===== config.mk =====
export PLATFORM = sky130hd
export DESIGN_NAME = irq_dispatch_seq
export DESIGN_NICKNAME = d
export VERILOG_FILES = /design/src/rtl/irq_seq_pkg.sv /design/src/rtl/irq_prio_enc.sv /design/src/rtl/irq_dispatch_seq.sv
export SDC_FILE = /design/constraint.sdc
export NUM_CORES = 1
export LEC_CHECK = 0
export CAP_MARGIN = 5
export CORE_MARGIN = 2
export CORE_UTILIZATION = 30
export CTS_CLUSTER_DIAMETER = 60
export DETAILED_ROUTE_END_ITERATION = 6
export MAX_ROUTING_LAYER = met4
export PLACE_DENSITY_LB_ADDON = 0.15
export SKIP_CTS_REPAIR_TIMING = 1
export SYNTH_ARGS = -nofsm -noshare
export SYNTH_HDL_FRONTEND = slang
export SYNTH_SLANG_ARGS = --single-unit

===== constraint.sdc =====
create_clock -name CLK -period 3.4 [get_ports CLK]
set_clock_uncertainty 0.05 [all_clocks]
set_input_delay 1.02 -clock CLK [delete_from_list [all_inputs] [get_ports CLK]]
set_output_delay 1.02 -clock CLK [all_outputs]
set_load 0.05 [all_outputs]

===== src/rtl/irq_seq_pkg.sv =====
// Shared types and helpers for the interrupt dispatch sequencer.
package irq_seq_pkg;

  // One state per M-cycle of the five-step dispatch, plus the resting state.
  typedef enum logic [2:0] {
    StIdle  = 3'd0,
    StWait  = 3'd1,
    StDecSp = 3'd2,
    StPushH = 3'd3,
    StPushL = 3'd4,
    StJump  = 3'd5
  } irq_state_e;

  localparam logic [7:0] VecBaseDefault   = 8'h40;
  localparam logic [7:0] VecStrideDefault = 8'd8;

  // Low byte of the vector for interrupt line n; the high byte is always 0.
  function automatic logic [7:0] vec_of(input logic [7:0] n,
                                        input logic [7:0] base,
                                        input logic [7:0] stride);
    logic [7:0] off;
    off = n * stride;
    return base + off;
  endfunction

endpackage


===== src/rtl/irq_prio_enc.sv =====
// Lowest-set-bit priority encoder: bit 0 has the highest priority.
module irq_prio_enc #(
  parameter int unsigned Width = 8,
  parameter int unsigned IdxW  = (Width > 1) ? $clog2(Width) : 1
) (
  input  logic [Width-1:0] req_i,
  output logic [Width-1:0] onehot_o,
  output logic [IdxW-1:0]  idx_o,
  output logic             any_o
);

  // Scan from the top down so the lowest set bit is the last one written.
  always_comb begin
    onehot_o = '0;
    idx_o    = '0;
    any_o    = 1'b0;
    for (int i = int'(Width) - 1; i >= 0; i--) begin
      if (req_i[i]) begin
        onehot_o    = '0;
        onehot_o[i] = 1'b1;
        idx_o       = IdxW'(i);
        any_o       = 1'b1;
      end
    end
  end

endmodule


===== src/rtl/irq_dispatch_seq.sv =====
// Interrupt entry sequencer: qualifies IE & IF, gates on IME (with EI delay),
// wakes HALT, and walks the five-step dispatch that pushes PC and loads the vector.
module irq_dispatch_seq
  import irq_seq_pkg::*;
#(
  parameter int unsigned NUM_IRQ    = 8,
  parameter logic [7:0]  VEC_BASE   = VecBaseDefault,
  parameter logic [7:0]  VEC_STRIDE = VecStrideDefault
) (
  input  logic               CLK,
  input  logic               SYNC_RES,
  input  logic               step,
  input  logic               instr_end,
  input  logic               ei_op,
  input  logic               di_op,
  input  logic               reti_op,
  input  logic               halt,
  input  logic [NUM_IRQ-1:0] ie,
  input  logic [NUM_IRQ-1:0] irq_if,
  output logic               ime,
  output logic               busy,
  output logic               wake,
  output logic               sp_dec,
  output logic               sp_to_addr,
  output logic               pch_to_dl,
  output logic               pcl_to_dl,
  output logic               pc_load_vec,
  output logic [7:0]         vector,
  output logic [NUM_IRQ-1:0] irq_ack
);

  localparam int unsigned IdxW = (NUM_IRQ > 1) ? $clog2(NUM_IRQ) : 1;

  logic [NUM_IRQ-1:0] pend;
  logic [NUM_IRQ-1:0] pend_onehot;
  logic [IdxW-1:0]    pend_idx;
  logic               pend_any;

  irq_state_e         state_q, state_d;
  logic               ime_q, ime_d;
  logic               ei_pend_q, ei_pend_d;
  logic [7:0]         vector_q, vector_d;
  logic [NUM_IRQ-1:0] irq_ack_q, irq_ack_d;
  logic               ime_eff;
  logic               take;

  assign pend = ie & irq_if;
  assign wake = |pend;

  irq_prio_enc #(
    .Width (NUM_IRQ),
    .IdxW  (IdxW)
  ) u_prio_enc (
    .req_i    (pend),
    .onehot_o (pend_onehot),
    .idx_o    (pend_idx),
    .any_o    (pend_any)
  );

  // IME as seen at this boundary: RETI enables at once, a pending EI matures at the
  // next instruction end, and DI suppresses both.
  always_comb begin
    ime_eff = ~di_op & (ime_q | reti_op | (ei_pend_q & instr_end));
    take    = ime_eff & pend_any & (instr_end | halt);
  end

  // Next-state, IME bookkeeping and the PUSH_L re-sample of pending requests.
  always_comb begin
    state_d   = state_q;
    ime_d     = ime_q;
    ei_pend_d = ei_pend_q;
    vector_d  = vector_q;
    irq_ack_d = '0;
    if (step) begin
      case (state_q)
        StIdle: begin
          if (take) begin
            state_d   = StWait;
            ime_d     = 1'b0;
            ei_pend_d = 1'b0;
          end else if (di_op) begin
            ime_d     = 1'b0;
            ei_pend_d = 1'b0;
          end else begin
            if (reti_op || (ei_pend_q && instr_end)) begin
              ime_d = 1'b1;
            end
            ei_pend_d = ei_op | (ei_pend_q & ~instr_end);
          end
        end
        StWait:  state_d = StDecSp;
        StDecSp: state_d = StPushH;
        StPushH: state_d = StPushL;
        StPushL: begin
          state_d = StJump;
          // The PCH push may have overwritten IE, so the winner is chosen only now.
          if (pend_any) begin
            vector_d  = vec_of(8'(pend_idx), VEC_BASE, VEC_STRIDE);
            irq_ack_d = pend_onehot;
          end else begin
            vector_d  = 8'h00;
          end
        end
        StJump:  state_d = StIdle;
        default: state_d = StIdle;
      endcase
    end
  end

  // State register with synchronous reset.
  always_ff @(posedge CLK) begin
    if (SYNC_RES) begin
      state_q   <= StIdle;
      ime_q     <= 1'b0;
      ei_pend_q <= 1'b0;
      vector_q  <= 8'h00;
      irq_ack_q <= '0;
    end else begin
      state_q   <= state_d;
      ime_q     <= ime_d;
      ei_pend_q <= ei_pend_d;
      vector_q  <= vector_d;
      irq_ack_q <= irq_ack_d;
    end
  end

  // Bus strobes are a pure decode of the registered state, so they hold between steps.
  always_comb begin
    busy        = (state_q != StIdle);
    sp_dec      = (state_q == StDecSp) || (state_q == StPushH);
    sp_to_addr  = (state_q == StPushH) || (state_q == StPushL);
    pch_to_dl   = (state_q == StPushH);
    pcl_to_dl   = (state_q == StPushL);
    pc_load_vec = (state_q == StJump);
    ime         = ime_q;
    vector      = vector_q;
    irq_ack     = irq_ack_q;
  end

endmodule


======== Word level (Yosys, flattened, before mapping) ========
Cells that the tools add are included.
operators by class
  add/sub/neg operators ................... 1
  reduce and logical (&&, ||, !) cells .... 20
  muxes and demuxes ....................... 32
  bitwise operators ....................... 15
  eq/ne operators ......................... 6
operator list
  cell                                                                   count
  3-bit 2-to-1 mux                                                       10
  8-bit 2-to-1 mux                                                       2
  8-bit OR reduction                                                     2
  3-bit case mux with 5 select lines                                     1
  1-bit 2-to-1 mux                                                       14
  11-bit OR reduction                                                    1
  10-bit OR reduction                                                    1
  9-bit OR reduction                                                     1
  7-bit by 6-bit adder with 8-bit output, first input constant           1
  8-bit bitwise AND                                                      1
  7-bit 2-to-1 mux                                                       1
  7-bit OR reduction                                                     1
  3-bit by 2-bit equality test with 1-bit output, second input constant  2
  3-bit equality test, second input constant                             2
  6-bit 2-to-1 mux                                                       1
  2-bit AND reduction                                                    3
  3-bit nonzero test                                                     2
  6-bit OR reduction                                                     1
  1-bit bitwise AND                                                      5
  5-bit 2-to-1 mux                                                       1
  1-bit NOT                                                              5
  5-bit OR reduction                                                     1
  4-bit 2-to-1 mux                                                       1
  1-bit bitwise OR                                                       4
  8 further kinds                                                        10
storage, ports and cells
  logic and storage cells ................. 86
  output and inout port bits .............. 24
  input bits .............................. 24
  register bits after elaboration ......... 21

======== Depth between registers and ports, before layout ========
  depth after elaboration ................. 13
  mapped depth ............................ 5
  mapped depth without buffers ............ 4

======== Modules after synthesis ========
From an unflattened synthesis, not the netlist that was laid out.
second synthesis, totals
  cell total of the unflattened synthesis .. 106
  area total of the unflattened synthesis .. 954.7 µm²
by module, submodules not included
  module            instances  cells each  seq. area each (µm²)  area an instance (µm²)
  irq_dispatch_seq  1          84          340.3                 795.8
  irq_prio_enc      1          22          0.0                   158.9

======== Worst setup path before layout ========
No wires, ideal clock.
  path type ............................... register to output
  start point ............................. reg state_q[2]
  end point ............................... out sp_to_addr
  stages on the path, launching flop included .. 4
  buffers on the path ..................... 1
  required time ........................... 2.330 ns
  arrival ................................. 2.245 ns
  setup slack ............................. 0.085 ns
  cell sequence ........................... dfxtp_1 clkbuf_1 nor3b_1 or2_2
on the way
  word-level cells in the longest chain between the ends .. 2
  elaborated cells between the ends (all ways) .. 3
  classes of those cells .................. eq/ne (2); reduce/logical (1)
ends and longest elaborated chain
  item                    line                     RTL
  start, declared         irq_dispatch_seq.sv:39   irq_state_e state_q, state_d;
  start signal, assigned  irq_dispatch_seq.sv:113  state_q <= StIdle;
  start signal, assigned  irq_dispatch_seq.sv:119  state_q <= state_d;
  3-bit equality test     n/a
  named net pcl_to_dl     irq_dispatch_seq.sv:26   output logic pcl_to_dl,
  1-bit logical OR        irq_dispatch_seq.sv:131  sp_to_addr = (state_q == StPushH) || (state_q == StPushL);
  end, declared           irq_dispatch_seq.sv:24   output logic sp_to_addr,
The timed path passes the listed nets, and every way through them passes these cells.

======== Worst setup path in the final report ========
  start point ............................. in ie[5]
  end point ............................... out wake
on the way
  word-level cells in the longest chain between the ends .. 2
ends and longest elaborated chain
  item                line                    RTL
  start, declared     irq_dispatch_seq.sv:18  input logic [NUM_IRQ-1:0] ie,
  8-bit bitwise AND   irq_dispatch_seq.sv:47  assign pend = ie & irq_if;
  8-bit OR reduction  irq_dispatch_seq.sv:48  assign wake = |pend;
  end, declared       irq_dispatch_seq.sv:22  output logic wake,
No other way between the ends.

==> results.md <==
- DRT iter0 DRCs: 17
- Initial Utilization: 0.319
- Worst setup path category: in -> out
- All-Layer GR Usage: 0.141
- Time the worst path needs with I/O delays and setup: 3.34 ns
- Worst-path clk slew: 0.09 ns
- HP Class: reg -> reg
- CTS tree: done
- Ports: 48
- CTS Buffer Depth: 2
- Clock Latency Late Sink: 0.29 ns
- Worst path cell trace: clkdlybuf4s50_1, a22o_4, nor4_4, inv_1, buf_6
- Share of cells above drive strength 1: 0.137
- Most frequent cells in the layout: clkdlybuf4s50_1 (40), dfxtp_1 (17), nand2_1 (14), nor2_1 (10), buf_4 (5)
- Design Area, Final: 1390 um2
- Detail Route Antenna Nets: 0
- Slew @ Worst Pin: 0.513 ns
- Cell family with most CP delay: buffers and inverters
- Clock sink count: 17
- First-pass GRT wire length: 3.68 mm
- Number of port buffers: 43
- Setup_tns: 0 ns
- Clk root buf: clkbuf_4
- Critical Path Slowest Stage Cell: clkdlybuf4s50_1
- VDD IR-drop max: 205 uV
- WL final: 2.22 mm
- Initial antenna violation count: 0
- DP Wirelength: 1.80 mm
- Synth unique cells: 38
- Worst EP arrival: 2.27 ns
- Routability cong.: 0.776
- Post-Syn Instances: 99
- Crit path largest cell delay: 0.44 ns
- Buf/Inv on CP: 3
- Nets@finish: 171
- Ys flop type: dfxtp_1
- Highest clock rate: 0.300 GHz
- Commonest non-fill, non-tap cell in the layout: clkdlybuf4s50_1
- Ys async rst share: 0
- Number of enable flip-flop cells after synthesis: 0
- Final setup viols: 0
- Mean post-synth cell area: 8.97 um2
- Leak: 0.530 nW
- Die ar.: 3410 um2
- H-tree Lvls: 1
- Final Cycle Share: 0.981
- Vias in the first global route: 870
- Drt via density: 5.01
- Synth Register Bits: 17
- Hold path start: vector[5]
- Cell row count: 19
- Max-slew violation count: 0
- Wirelength per Cell: 12.5 um
- Antenna Cells: 0
- Via count: 886
- Congestion Overflow GR: 0
- Max_cap viols: 0
- Syn Std Cell Area: 888 um2
- DP Area: 1360 um2
- Power Dens Cells: 298 nW/um2
- Core area: 2780 um2
- P&R area growth vs syn: 56.8%
- Crit path required time: 2.33 ns
- Setup crit start kind: primary input
- CP endpoint kind: output port
- Num CTS Buffers: 3
- Die Height: 58.4 um
- Status: finished clean
- RSZ-0062 raised after global routing: false
- Pre-antenna DRT Iters: 5
- Final hold vios: 0
- Die width: 58.4 um
- Largest net degree at the start of global routing: 12
- Slew headroom: 0.657
- Warnings from Yosys: 0
- R2R Path Start: state_q[2]
- Critical Path Fanout Max: 2
- Number of remaining DRC errors: 0
- Worst Setup SP: ie[5]
- Register area share after synthesis: 0.383
[routing by layer]
metal | wire length (um) | global-route usage | part of all wire | vias up
met1 | 983 | 0.168 | 0.44 | 401
met2 | 1080 | 0.234 | 0.49 | 36
met3 | 139 | 0.0440 | 0.063 | 2
li1 | - | - | - | 447
met4 | 19 | 0.0299 | 0.0086 | 0
met5 | 0 | - | 0 | -
[synth_stat cells, types with 2 or more instances]
| library cell | count | area (um2) |
|---|---|---|
| dfxtp_1 | 17 | 340 |
| nand2_1 | 14 | 52.6 |
| nor2_1 | 10 | 37.5 |
| buf_4 | 4 | 30.0 |
| inv_1 | 4 | 15.0 |
| o21ai_0 | 4 | 20.0 |
| a211oi_1 | 3 | 22.5 |
| a22o_1 | 3 | 26.3 |
| a32oi_1 | 3 | 26.3 |
| clkbuf_1 | 3 | 11.3 |
| nor2b_1 | 3 | 18.8 |
| and2_1 | 2 | 12.5 |
| nand3_1 | 2 | 10.0 |
| nor3b_1 | 2 | 15.0 |
| o32ai_1 | 2 | 17.5 |
[area by class of cell]
class	instances	area, um2
repair buffers	48	474
well taps	31	38.8
inverters	4	15.0
multi-input cells	73	498
clock buffers	4	26.3
fillers	282	1390
flip-flops and latches	17	340
[tightest hold or removal path: cells and delay by family (launching register included)]
kind             cells  cell delay [ns]
DFF                  1             0.32
and+or+nand+nor      2             0.09
[through the flow]
| stage | hold slack, ns | cells | setup WS (ns) | util | power (mW) |
|---|---|---|---|---|---|
| 6_report | 0.406 | 177 | 0.0644 | 0.501 | 0.415 |
| 3_3_place_gp | 0.384 | 173 | 0.0202 | 0.488 | 0.310 |
| 3_5_place_dp | 0.391 | 173 | 0.0272 | 0.488 | 0.312 |
| 5_1_grt | 0.409 | 177 | 0.0288 | 0.501 | 0.433 |
| 4_1_cts | 0.404 | 177 | 0.0205 | 0.498 | 0.419 |
| 2_1_floorplan | 0.495 | 102 | 0.0852 | - | 0.267 |
[power by group]
group          leakage (nW)  internal [mW]  switching [mW]
clock network        0.0150         0.0456          0.0614
registers             0.137          0.201         0.00404
logic                 0.378         0.0489          0.0533
[sequential cells by signal, indices dropped and copies added (netlist names)]
| name | count |
|---|---|
| ei_pend_q | 1 |
| state_q | 3 |
| ime | 1 |
| vector | 4 |
| irq_ack | 8 |
[kinds of logic (layout without fill, tap and decap cells)]
group	after synthesis	after routing	share of synthesized area
buf+inv	12	56	0.0690
other cells	1	4	0.00422
simple gates	45	45	0.328
xor+xnor	1	1	0.00986
compound gates	23	23	0.206
flops	17	17	0.383
[path summary, 6_finish.rpt]
check | end | slack (ns) | depth (start not counted)
worst max register to register | irq_ack[7] | 1.76 | 4
worst min-delay path | vector[5] | 0.41 | 2
worst min register to register | vector[5] | 0.41 | 2
worst max-delay path | wake | 0.06 | 5
Power figures use the tool's default switching activity.
